$ cat src/rtl/mvau_stream_feeder.sv
// -----------------------------------------------------------------------------
// mvau_stream_feeder
//
// Transmit-side sequencer for mvau_stream. One activation vector (SF beats of
// SIMD lanes) is collected from a valid/ready stream into one bank of a
// ping-pong buffer. While the other bank fills, the full bank is replayed NF
// times. Each replayed beat is paired with the matching PE x SIMD weight tile
// fetched from an external synchronous weight memory. Beats come out in the
// order mvau_stream consumes them: sf inner, nf outer.
//
// Ports
//   clk        sole clock, rising edge
//   rst        asynchronous, active-high reset
//   s_valid    upstream activation beat valid
//   s_ready    feeder can accept a beat (0 while rst is high)
//   s_act      activation beat, lane k at bits [k*TSrcI +: TSrcI]
//   wgt_ren    weight memory read enable (high in the cycle a beat issues)
//   wgt_addr   weight tile address, nf*SF + sf
//   wgt_rdata  weight tile, valid one cycle after wgt_ren, held while wgt_ren=0
//   m_valid    output beat valid
//   m_ready    downstream accepts the output beat
//   in_act     activation word to the MVAU (registered)
//   in_wgt     weight tile to the MVAU (wired straight from wgt_rdata)
// -----------------------------------------------------------------------------
module mvau_stream_feeder #(
  parameter int SIMD    = 2,
  parameter int PE      = 2,
  parameter int TSrcI   = 4,
  parameter int TW      = 1,
  parameter int MatrixW = 4,
  parameter int MatrixH = 4,
  localparam int SF     = MatrixW / SIMD,
  localparam int NF     = MatrixH / PE,
  localparam int ADDR_W = (NF * SF > 1) ? $clog2(NF * SF) : 1
) (
  input  logic                            clk,
  input  logic                            rst,
  input  logic                            s_valid,
  output logic                            s_ready,
  input  logic [SIMD*TSrcI-1:0]           s_act,
  output logic                            wgt_ren,
  output logic [ADDR_W-1:0]               wgt_addr,
  input  logic [PE*SIMD*TW-1:0]           wgt_rdata,
  output logic                            m_valid,
  input  logic                            m_ready,
  output logic [0:SIMD-1][TSrcI-1:0]      in_act,
  output logic [0:PE-1][0:SIMD-1][TW-1:0] in_wgt
);

  localparam int ACT_W = SIMD * TSrcI;
  localparam int SF_W  = (SF > 1) ? $clog2(SF) : 1;
  localparam int NF_W  = (NF > 1) ? $clog2(NF) : 1;

  localparam logic [SF_W-1:0] SF_LAST = SF_W'(SF - 1);
  localparam logic [NF_W-1:0] NF_LAST = NF_W'(NF - 1);

  // ---------------------------------------------------------------------------
  // State
  // ---------------------------------------------------------------------------
  // Write side
  logic            wr_bank_q, wr_bank_d;
  logic [SF_W-1:0] wr_sf_q,   wr_sf_d;
  // One full flag per bank; the only coupling between write and read sides
  logic [1:0]      full_q,    full_d;
  // Read side
  logic            rd_bank_q, rd_bank_d;
  logic [SF_W-1:0] rd_sf_q,   rd_sf_d;
  logic [NF_W-1:0] rd_nf_q,   rd_nf_d;
  logic [ACT_W-1:0] in_act_q, in_act_d;
  logic            m_valid_q, m_valid_d;

  // Ping-pong activation buffer: two banks of SF words
  logic [ACT_W-1:0] act_buf [2][SF];

  logic wr_en;
  logic adv;
  logic issue;

  // ---------------------------------------------------------------------------
  // Handshake and weight fetch
  // ---------------------------------------------------------------------------
  // The weight read is combinational from the issue decision so that the tile
  // lands on wgt_rdata in the same cycle the registered in_act appears, keeping
  // in_act and in_wgt aligned without an extra pipeline stage.
  always_comb begin
    s_ready  = !rst && !full_q[wr_bank_q];
    wr_en    = s_valid && s_ready;
    // The output register may load whenever it is empty or being drained.
    adv      = !m_valid_q || m_ready;
    issue    = adv && full_q[rd_bank_q];
    wgt_ren  = issue;
    // Driven from the counters at all times so it stays stable during a stall.
    wgt_addr = ADDR_W'(rd_nf_q) * ADDR_W'(SF) + ADDR_W'(rd_sf_q);
  end

  // ---------------------------------------------------------------------------
  // Next-state logic
  // ---------------------------------------------------------------------------
  always_comb begin
    // NOTE: every signal gets a default first so no path leaves one unassigned
    // and a latch is never inferred.
    wr_bank_d = wr_bank_q;
    wr_sf_d   = wr_sf_q;
    full_d    = full_q;
    rd_bank_d = rd_bank_q;
    rd_sf_d   = rd_sf_q;
    rd_nf_d   = rd_nf_q;
    in_act_d  = in_act_q;
    m_valid_d = m_valid_q;

    // Fill: the last word of a vector marks the bank full and flips banks.
    if (wr_en) begin
      if (wr_sf_q == SF_LAST) begin
        wr_sf_d           = '0;
        wr_bank_d         = !wr_bank_q;
        full_d[wr_bank_q] = 1'b1;
      end else begin
        wr_sf_d = wr_sf_q + 1'b1;
      end
    end

    // Replay: sf inner, nf outer. The set above and the clear below can never
    // target the same bank: writes only go to an empty bank, reads only come
    // from a full one.
    if (issue) begin
      in_act_d  = act_buf[rd_bank_q][rd_sf_q];
      m_valid_d = 1'b1;
      if (rd_sf_q == SF_LAST) begin
        rd_sf_d = '0;
        if (rd_nf_q == NF_LAST) begin
          rd_nf_d           = '0;
          rd_bank_d         = !rd_bank_q;
          full_d[rd_bank_q] = 1'b0;
        end else begin
          rd_nf_d = rd_nf_q + 1'b1;
        end
      end else begin
        rd_sf_d = rd_sf_q + 1'b1;
      end
    end else if (adv) begin
      // Beat drained (or never present) and nothing to replay: go idle.
      m_valid_d = 1'b0;
    end
    // !adv: output stalled, everything on the read side holds.
  end

  // ---------------------------------------------------------------------------
  // Registers
  // ---------------------------------------------------------------------------
  // NOTE: sequential state uses non-blocking assignments so every flop samples
  // the pre-edge values of the others regardless of statement order.
  always_ff @(posedge clk or posedge rst) begin
    if (rst) begin
      wr_bank_q <= 1'b0;
      wr_sf_q   <= '0;
      full_q    <= '0;
      rd_bank_q <= 1'b0;
      rd_sf_q   <= '0;
      rd_nf_q   <= '0;
      in_act_q  <= '0;
      m_valid_q <= 1'b0;
    end else begin
      wr_bank_q <= wr_bank_d;
      wr_sf_q   <= wr_sf_d;
      full_q    <= full_d;
      rd_bank_q <= rd_bank_d;
      rd_sf_q   <= rd_sf_d;
      rd_nf_q   <= rd_nf_d;
      in_act_q  <= in_act_d;
      m_valid_q <= m_valid_d;
    end
  end

  // NOTE: the buffer storage has no reset. A bank is only read after its full
  // flag is set, which requires every word of it to have been written first,
  // so stale contents are never observable.
  always_ff @(posedge clk) begin
    if (wr_en) begin
      act_buf[wr_bank_q][wr_sf_q] <= s_act;
    end
  end

  // ---------------------------------------------------------------------------
  // Outputs
  // ---------------------------------------------------------------------------
  assign m_valid = m_valid_q;
  assign in_act  = in_act_q;
  assign in_wgt  = wgt_rdata;

endmodule
$ cat config.mk
export PLATFORM = sky130hd
export DESIGN_NAME = mvau_stream_feeder
export DESIGN_NICKNAME = d
export VERILOG_FILES = /design/src/rtl/mvau_stream_feeder.sv
export SDC_FILE = /design/constraint.sdc
export NUM_CORES = 1
export LEC_CHECK = 0
export BUFFER_PORTS_ARGS = -buffer_cell sky130_fd_sc_hd__buf_4
export CELL_PAD_IN_SITES_DETAIL_PLACEMENT = 1
export CELL_PAD_IN_SITES_GLOBAL_PLACEMENT = 2
export CORE_MARGIN = 2
export CORE_UTILIZATION = 30
export DETAILED_ROUTE_END_ITERATION = 8
export PLACE_DENSITY = 0.71
export SYNTH_ARGS = -nofsm -noshare
export SYNTH_HDL_FRONTEND = slang
export SYNTH_SLANG_ARGS = --single-unit
$ cat constraint.sdc
create_clock -name clk -period 2.1 [get_ports clk]
set_input_delay 0.21 -clock clk [delete_from_list [all_inputs] [get_ports clk]]
set_output_delay 0.21 -clock clk [all_outputs]
set_load 0.05 [all_outputs]
Word-level counts from Yosys, hierarchy flattened
Memory sizes are Yosys's and may differ from the RTL's.
Index checks and enable logic that the tools add are counted.
Storage, ports and cells
  word-level logic and storage cells: 66
  bits of input ports: 16
  output and inout port bits: 17
  bits in registers: 16
  memories kept: 1
  RAM bits: 32
Memory list
  act_buf: depth 2, width 16, read ports 1, clocked after memory_dff 0, write ports 1, RTL line 73  | logic [ACT_W-1:0] act_buf [2][SF];
Operators by class
  $lt $le $gt $ge: 7
  bitwise operators: 5
  reduce and logical (&&, ||, !) cells: 16
  mux-type cells: 25
  $add $sub $neg: 4
Operator list (count)
  8-bit 2-to-1 mux: 4
  16-bit 2-to-1 mux: 1
  1-bit 2-to-1 mux: 12
  2-bit 2-to-1 mux: 5
  8-bit demux with 1-bit select: 1
  1-bit logical AND: 6
  1-bit logical NOT: 5
  2-bit greater-or-equal comparator (second input constant): 2
  1-bit by 2-bit less-than comparator with 1-bit output (second input constant): 2
  1-bit NOT with 2-bit output: 2
  2-bit AND reduction: 2
  1-bit adder (second input constant): 3
  3-bit AND reduction: 1
  2-bit by 1-bit adder with 2-bit output: 1
  2-bit bitwise AND: 1
  1-bit demux with 1-bit select: 2
  1-bit greater-or-equal comparator (second input constant): 2
  2-bit by 1-bit less-than comparator with 1-bit output (second input constant): 1
  2-bit NOT: 1
  2-bit OR: 1
  2-bit nonzero test: 1
  1-bit logical OR: 1

Depth between registers and ports, before layout
Gate-level depths: netlist of run 1.
  depth after elaboration: 11
  mapped depth: 4
  mapped depth without buffers: 3

Worst setup path after synthesis of run 1
Ideal clock, no wire load.
  path kind: flip-flop to output port
  start: reg full_q[0]
  end: out s_ready
  buffers on the path: 0
  path slack: 0.171 ns
  data required time: 1.890 ns
  cell stages (with the launch flop): 3
  data arrival time: 1.719 ns
  cells stage by stage: dfrtp_1 -> nor2b_1 -> a211oi_1
On the way
  cells in the longest elaborated chain, start to end: 4
Ends and longest elaborated chain
  start: declaration: RTL line 64  | logic [1:0] full_q, full_d;
  start signal: assignment: RTL line 165  | full_q <= full_d;
  1-bit 2-to-1 mux (implied by the code) (2 in series): RTL line 86  | s_ready = !rst && !full_q[wr_bank_q];
  1-bit logical NOT: RTL line 86
  1-bit logical AND: RTL line 86
  end: declaration: RTL line 39  | output logic s_ready,
Every way passes these cells. The select of a mux whose other input is x is not followed.

Final worst setup path of run 1
  start: reg rd_bank_q
  end: out wgt_ren
On the way
  cells in the longest elaborated chain, start to end: 3
Ends and longest elaborated chain
  start: declaration: RTL line 66  | logic rd_bank_q, rd_bank_d;
  start signal: assignment: RTL line 166  | rd_bank_q <= rd_bank_d;
  1-bit 2-to-1 mux (implied by the code) (2 in series): RTL line 90  | issue = adv && full_q[rd_bank_q];
  1-bit logical AND: RTL line 90
  end: declaration: RTL line 41  | output logic wgt_ren,
Every way passes these cells. The select of a mux whose other input is x is not followed.

==> metrics.txt, run 1 <==
status=complete, no violations; Cell Area, Synth=1933 um2; CP max stage cell=dfrtp_1; row count=29; sequential fraction of the synthesis area=70.42%; CTS tree=done; vias after detailed routing=975; WHS Path Cells=1; max_slew headroom=65.44%; # setup viols final=0; gr ovfl total=0; CP startpoint=rd_bank_q$_DFFE_PP0P_; post-synth top area share=49.71%; top cell type by total area after synthesis=edfxtp_1; FF/Latch Area=1361 um2; fmax=541.0 MHz; Tmin final=1.848 ns; Port Buffers=24; max layer used=met4; Syn. warnings=0; dpl cell area=2188 um2; met1 WL=1484 um; worst path required time=1.89 ns; synthesis-stage register bit count=48; initial antenna violation count=0; Detailed Route WL=3417 um; global-route wire length before repair=5520 um; Sw Share=39.03%; pwr/cell area=1519 nW/um2; Bufs and invs on worst path=1; routed length on met2=1727 um; Logic pwr share=43.1%; largest net degree at the start of global routing=18; ranking of synthesized cells by area=edfxtp_1, dfrtp_1, mux4_2; antenna viol nets, final=0; vias in the first global route=1034; Pre-antenna DRT Iters=4; post-CTS setup buffers=0; clock skew=0.003849 ns; WL/cell=16.35 um; NetSw=1.355 mW; DR DRC count=0; Final Wtd Congestion=0.7497; Initial Util=30.80%; Total GRT Usage=10.30%; clock latency at the later pin of the worst-skew pair=0.29 ns; share of total power in the clock network=15.4%; core area=6277 um2; layout cell share with drive strength beyond 1=42.42%; Unique masters post-synth=25; Max clock buf depth=2; cts bufs inserted=5; fin nets=147; CTS root buf=clkbuf_8; CTS resizes=0; Mean Syn Cell Area=18.95 um2; fin area=2286 um2; LEAKAGE=0.8627 nW; Reg-to-Reg Start=rd_bank_q$_DFFE_PP0P_; vias per inst=4.665; RSZ-0062 raised after global routing=false; Worst Reg2Reg Path Length in Cells=3; hold_buf cts=1; syn nets=118; die span in x=84.27 um; period utilisation layout=88.02%; Clock Pin Slew Worst Setup and Hold Paths=0.09 ns; Peak supply drop=0.7838 mV; cells along the critical path=mux2i_2, nor2_8, buf_4; clk sinks=48; multi-input logic area=498.0 um2; CP max stage delay=0.51 ns; P&R area growth vs syn=18.25%; critical path peak fanout=10; # IOs=33; Met3 Wirelength=183 um; max-cap check violation count=0; DIE AREA=7101 um2; DRT iter0 DRCs=71; Hold Path Class=input port to flop; Top delay family on crit path=flip-flops; Worst setup SP type=flop; internal power=2.117 mW; HPWL after DPL=2388 um; critical path class=flop to output pin; Seq pwr share=41.5%; crit path capture type=output pin; die height=84.27 um; Final Hold Violating Endpoints=0; setup_tns=0 ns; crit path DAT=1.64 ns; Critical Path Stages=3; Worst Hold Launch=s_act[4]; R2R setup slack=0.46 ns; Max Slew Vio Count=0; Gate Count Post-Synth=102; # diodes=0; CTS H-Tree Depth=2; Worst-Margin Slew=0.5184 ns; Filler Cells Inserted=638
cell families after synthesis:
kind of cell           Yosys count  synth area share, %
AO/OA/AOI/OAI                    6                2.395
XOR/XNOR                         4                1.813
buffers and inverters           11                3.819
flip-flops                      48                70.42
multiplexers                    17                16.25
AND/OR/NAND/NOR                 16                5.308
state kept, by name (all words and copies together) (netlist names):
signal and count:
wr_sf_q 1, rd_nf_q 1, rd_sf_q 1, wr_bank_q 1
full_q 2, in_act 8, act_buf 32, rd_bank_q 1
m_valid 1
cell usage in the layout, fill, tap and decap left out, types with 3 or more instances in the layout:
cell,n
dfrtp_1,16
edfxtp_1,32
buf_4,30
xor2_1,3
nor2_1,3
nor3_1,3
clkbuf_8,5
mux4_2,8
mux2_4,8
nand2b_1,3
synth_stat cells:
library cell  count
o22a_1            1
a41oi_1           1
nor3_1            3
nor4_1            1
a2bb2oi_1         1
dfrtp_1          16
mux2i_2           1
nand3b_1          1
a21oi_1           1
inv_1             2
nand2b_1          3
xnor2_1           1
mux2_4            8
buf_4             6
nand2_1           1
xor2_1            3
nor2_8            1
nor3b_1           1
buf_2             2
nor2b_1           2
a211oi_1          2
mux4_2            8
edfxtp_1         32
buf_6             1
nor2_1            3
per-stage QoR:
stage	hold WS (ns)	instances	setup WS (ns)	power [mW]	utilization (%)
4_1_cts	0.09920	209	0.2217	3.524	36.42
2_1_floorplan	0.1319	102	0.1708	2.634	-
5_1_grt	0.09596	209	0.1418	3.653	36.42
6_report	0.1101	209	0.2516	3.473	36.42
3_3_place_gp	0.2604	200	0.4740	2.937	34.86
3_5_place_dp	0.2676	200	0.4582	2.984	34.86
power groups by stage:
| stage | clock (mW) | sequential (mW) | combinational (mW) |
|---|---|---|---|
| floorplan | 0 | 1.66 | 0.975 |
| global placement | 0 | 1.45 | 1.48 |
| detailed placement | 0 | 1.46 | 1.52 |
| CTS | 0.562 | 1.45 | 1.52 |
| global route | 0.598 | 1.48 | 1.58 |
| finish | 0.534 | 1.44 | 1.50 |
per-layer routing:
metal  GRT usage, %  up-vias
met3          3.147        3
met2          16.88       22
met1          13.41      510
met4          2.639        0
li1               -      440
met5              0        -
area by class of cell:
class,count,area share [%]
clock buffers,5,3.010
clock inverters,3,0.8210
inverters,2,0.3284
multi-input cells,43,21.78
flip-flops and latches,48,59.55
well taps,77,4.215
repair buffers,31,10.29
worst paths after layout:
path                                            to
setup / recovery                           wgt_ren
hold / removal             act_buf[0][4]$_DFFE_PP_
setup reg to reg             in_act[7]$_DFFE_PP0N_
hold reg to reg                rd_nf_q$_DFFE_PP0N_
max in group asynchronous      rd_nf_q$_DFFE_PP0N_
min in group asynchronous    in_act[3]$_DFFE_PP0N_
(Power assumes the default switching activity.)
==> run 2: changes to the inputs <==
Clock period 2.1 ns to 2 ns, I/O delays scaled along.
==> run 2 against run 1 <==
  * Die area did not move
  * Register-to-register slack got worse by 0.11 ns
  * Largest cell class unchanged
  * Global-route usage rose by 0.26 points
  * Power rose by 4.7%
  * Critical path type unchanged
  * Critical path depth did not move
  * Core utilization fell by 0.060 points
  * First-iteration DRC count fell by 20%
  * Clock skew rose by 0.00065 ns
  * Design area fell by 0.16%
  * Largest power group unchanged
  * Highest routed layer unchanged
==> metrics.txt, run 2 (synthesis gave the netlist of run 1 again) <==
CTS root buf=clkbuf_8; most frequent cells in the layout=edfxtp_1, buf_4, dfrtp_1, mux4_2, mux2_4; clock skew=0.004502 ns; # setup viols final=0; # IOs=33; HPWL after DPL=2472 um; vias in the first global route=1094; RSZ-0062 raised after global routing=false; cts bufs inserted=5; Worst setup SP type=flop; max_slew headroom=65.25%; Pre-antenna DRT Iters=4; CTS tree=done; antenna viol nets, final=0; worst path required time=1.80 ns; vias after detailed routing=965; # diodes=0; dpl cells=200; Post-Place Setup Slack=0.3290 ns; R2R Path End=in_act[5]$_DFFE_PP0N_; WHS Path Cells=1; Max clock buf depth=2; Total GRT Usage=10.56%; Final Power=3.637 mW; period utilisation layout=92.48%; Tmin final=1.850 ns; multi-input logic area=498.0 um2; core area=6277 um2; DR DRC count=0; most common cell after layout, fill and taps aside=edfxtp_1; worst hold path endpoint=act_buf[1][11]$_DFFE_PP_; dpl cell area=2188 um2; global-route wire length before repair=5664 um; gr ovfl total=0; setup ws final=0.1504 ns; Detailed Route WL=3459 um; Final Hold Violating Endpoints=0; status=complete, no violations; Port Buffers=24; Initial Util=30.80%; crit path capture type=output pin; Final Wtd Congestion=0.7740; critical path peak fanout=10; post-CTS setup buffers=0; crit path DAT=1.65 ns; Clock Pin Slew Worst Setup and Hold Paths=0.09 ns; DRT iter0 DRCs=57; worst hold slack=0.1001 ns; Reg-to-Reg Start=rd_bank_q$_DFFE_PP0P_; Filler Cells Inserted=632; fin nets=147; setup_tns=0 ns; fin area=2282 um2; Worst Hold Launch=s_act[3]; max reg flops=32; WL/cell=16.55 um; FF/Latch Area=1361 um2; CTS resizes=0; P&R area growth vs syn=18.06%; Final Util=36.36%; die span in x=84.27 um; Max Slew Vio Count=0; initial antenna violation count=0; R2R setup slack=0.35 ns; vias per inst=4.617; DIE AREA=7101 um2; CTS H-Tree Depth=2; largest net degree at the start of global routing=18; row count=29; critical path class=flop to output pin; post-route insts no fill=209; max-cap check violation count=0; LEAKAGE=0.8536 nW; layout cell share with drive strength beyond 1=40.91%; Worst Reg2Reg Path Length in Cells=3; Peak supply drop=0.7705 mV; Hold Path Class=input port to flop; Worst-Margin Slew=0.5202 ns; die height=84.27 um; Top reg by flops=act_buf; clk sinks=48; fmax=540.7 MHz; hold_buf cts=1; pwr/cell area=1594 nW/um2; clock latency at the later pin of the worst-skew pair=0.29 ns
run 2: worst max-delay path, cell delays in order, from the launching register on:
cell and delay, ns:
dfrtp_1 0.52, mux2i_2 0.49, nor2_8 0.12, buf_4 0.23
run 2: where the power goes:
| part | internal, mW | switching, mW |
|---|---|---|
| logic | 0.697 | 0.870 |
| clock network | 0.243 | 0.311 |
| registers | 1.28 | 0.235 |
| total | 2.22 | 1.42 |
run 2: area by class of cell:
class | instances | area share, %
timing repair buffer | 31 | 10.31
tap | 77 | 4.221
inverter | 2 | 0.3289
multi-input combinational | 43 | 21.82
clock buffer | 6 | 3.180
clock inverter | 2 | 0.4934
sequential | 48 | 59.65
run 2: worst max-delay path by stage:
stage                          start                    end  slack [ns]  cells past startpoint
3_5_place_dp   rd_bank_q$_DFFE_PP0P_  in_act[5]$_DFFE_PP0N_        0.33                      3
3_3_place_gp   rd_bank_q$_DFFE_PP0P_  in_act[1]$_DFFE_PP0N_        0.37                      3
2_1_floorplan    full_q[0]$_DFF_PP0_                s_ready        0.08                      2
4_1_cts        rd_bank_q$_DFFE_PP0P_                wgt_ren        0.11                      3
5_1_grt        rd_bank_q$_DFFE_PP0P_                wgt_ren        0.03                      3
6_report       rd_bank_q$_DFFE_PP0P_                wgt_ren        0.15                      3
run 2: metal layers:
layer / global-route usage (%) / share of wire, %
met5: 0 / 0
met4: 3.226 / 0.61
met3: 3.147 / 3.9
met2: 17.68 / 54
met1: 13.24 / 42
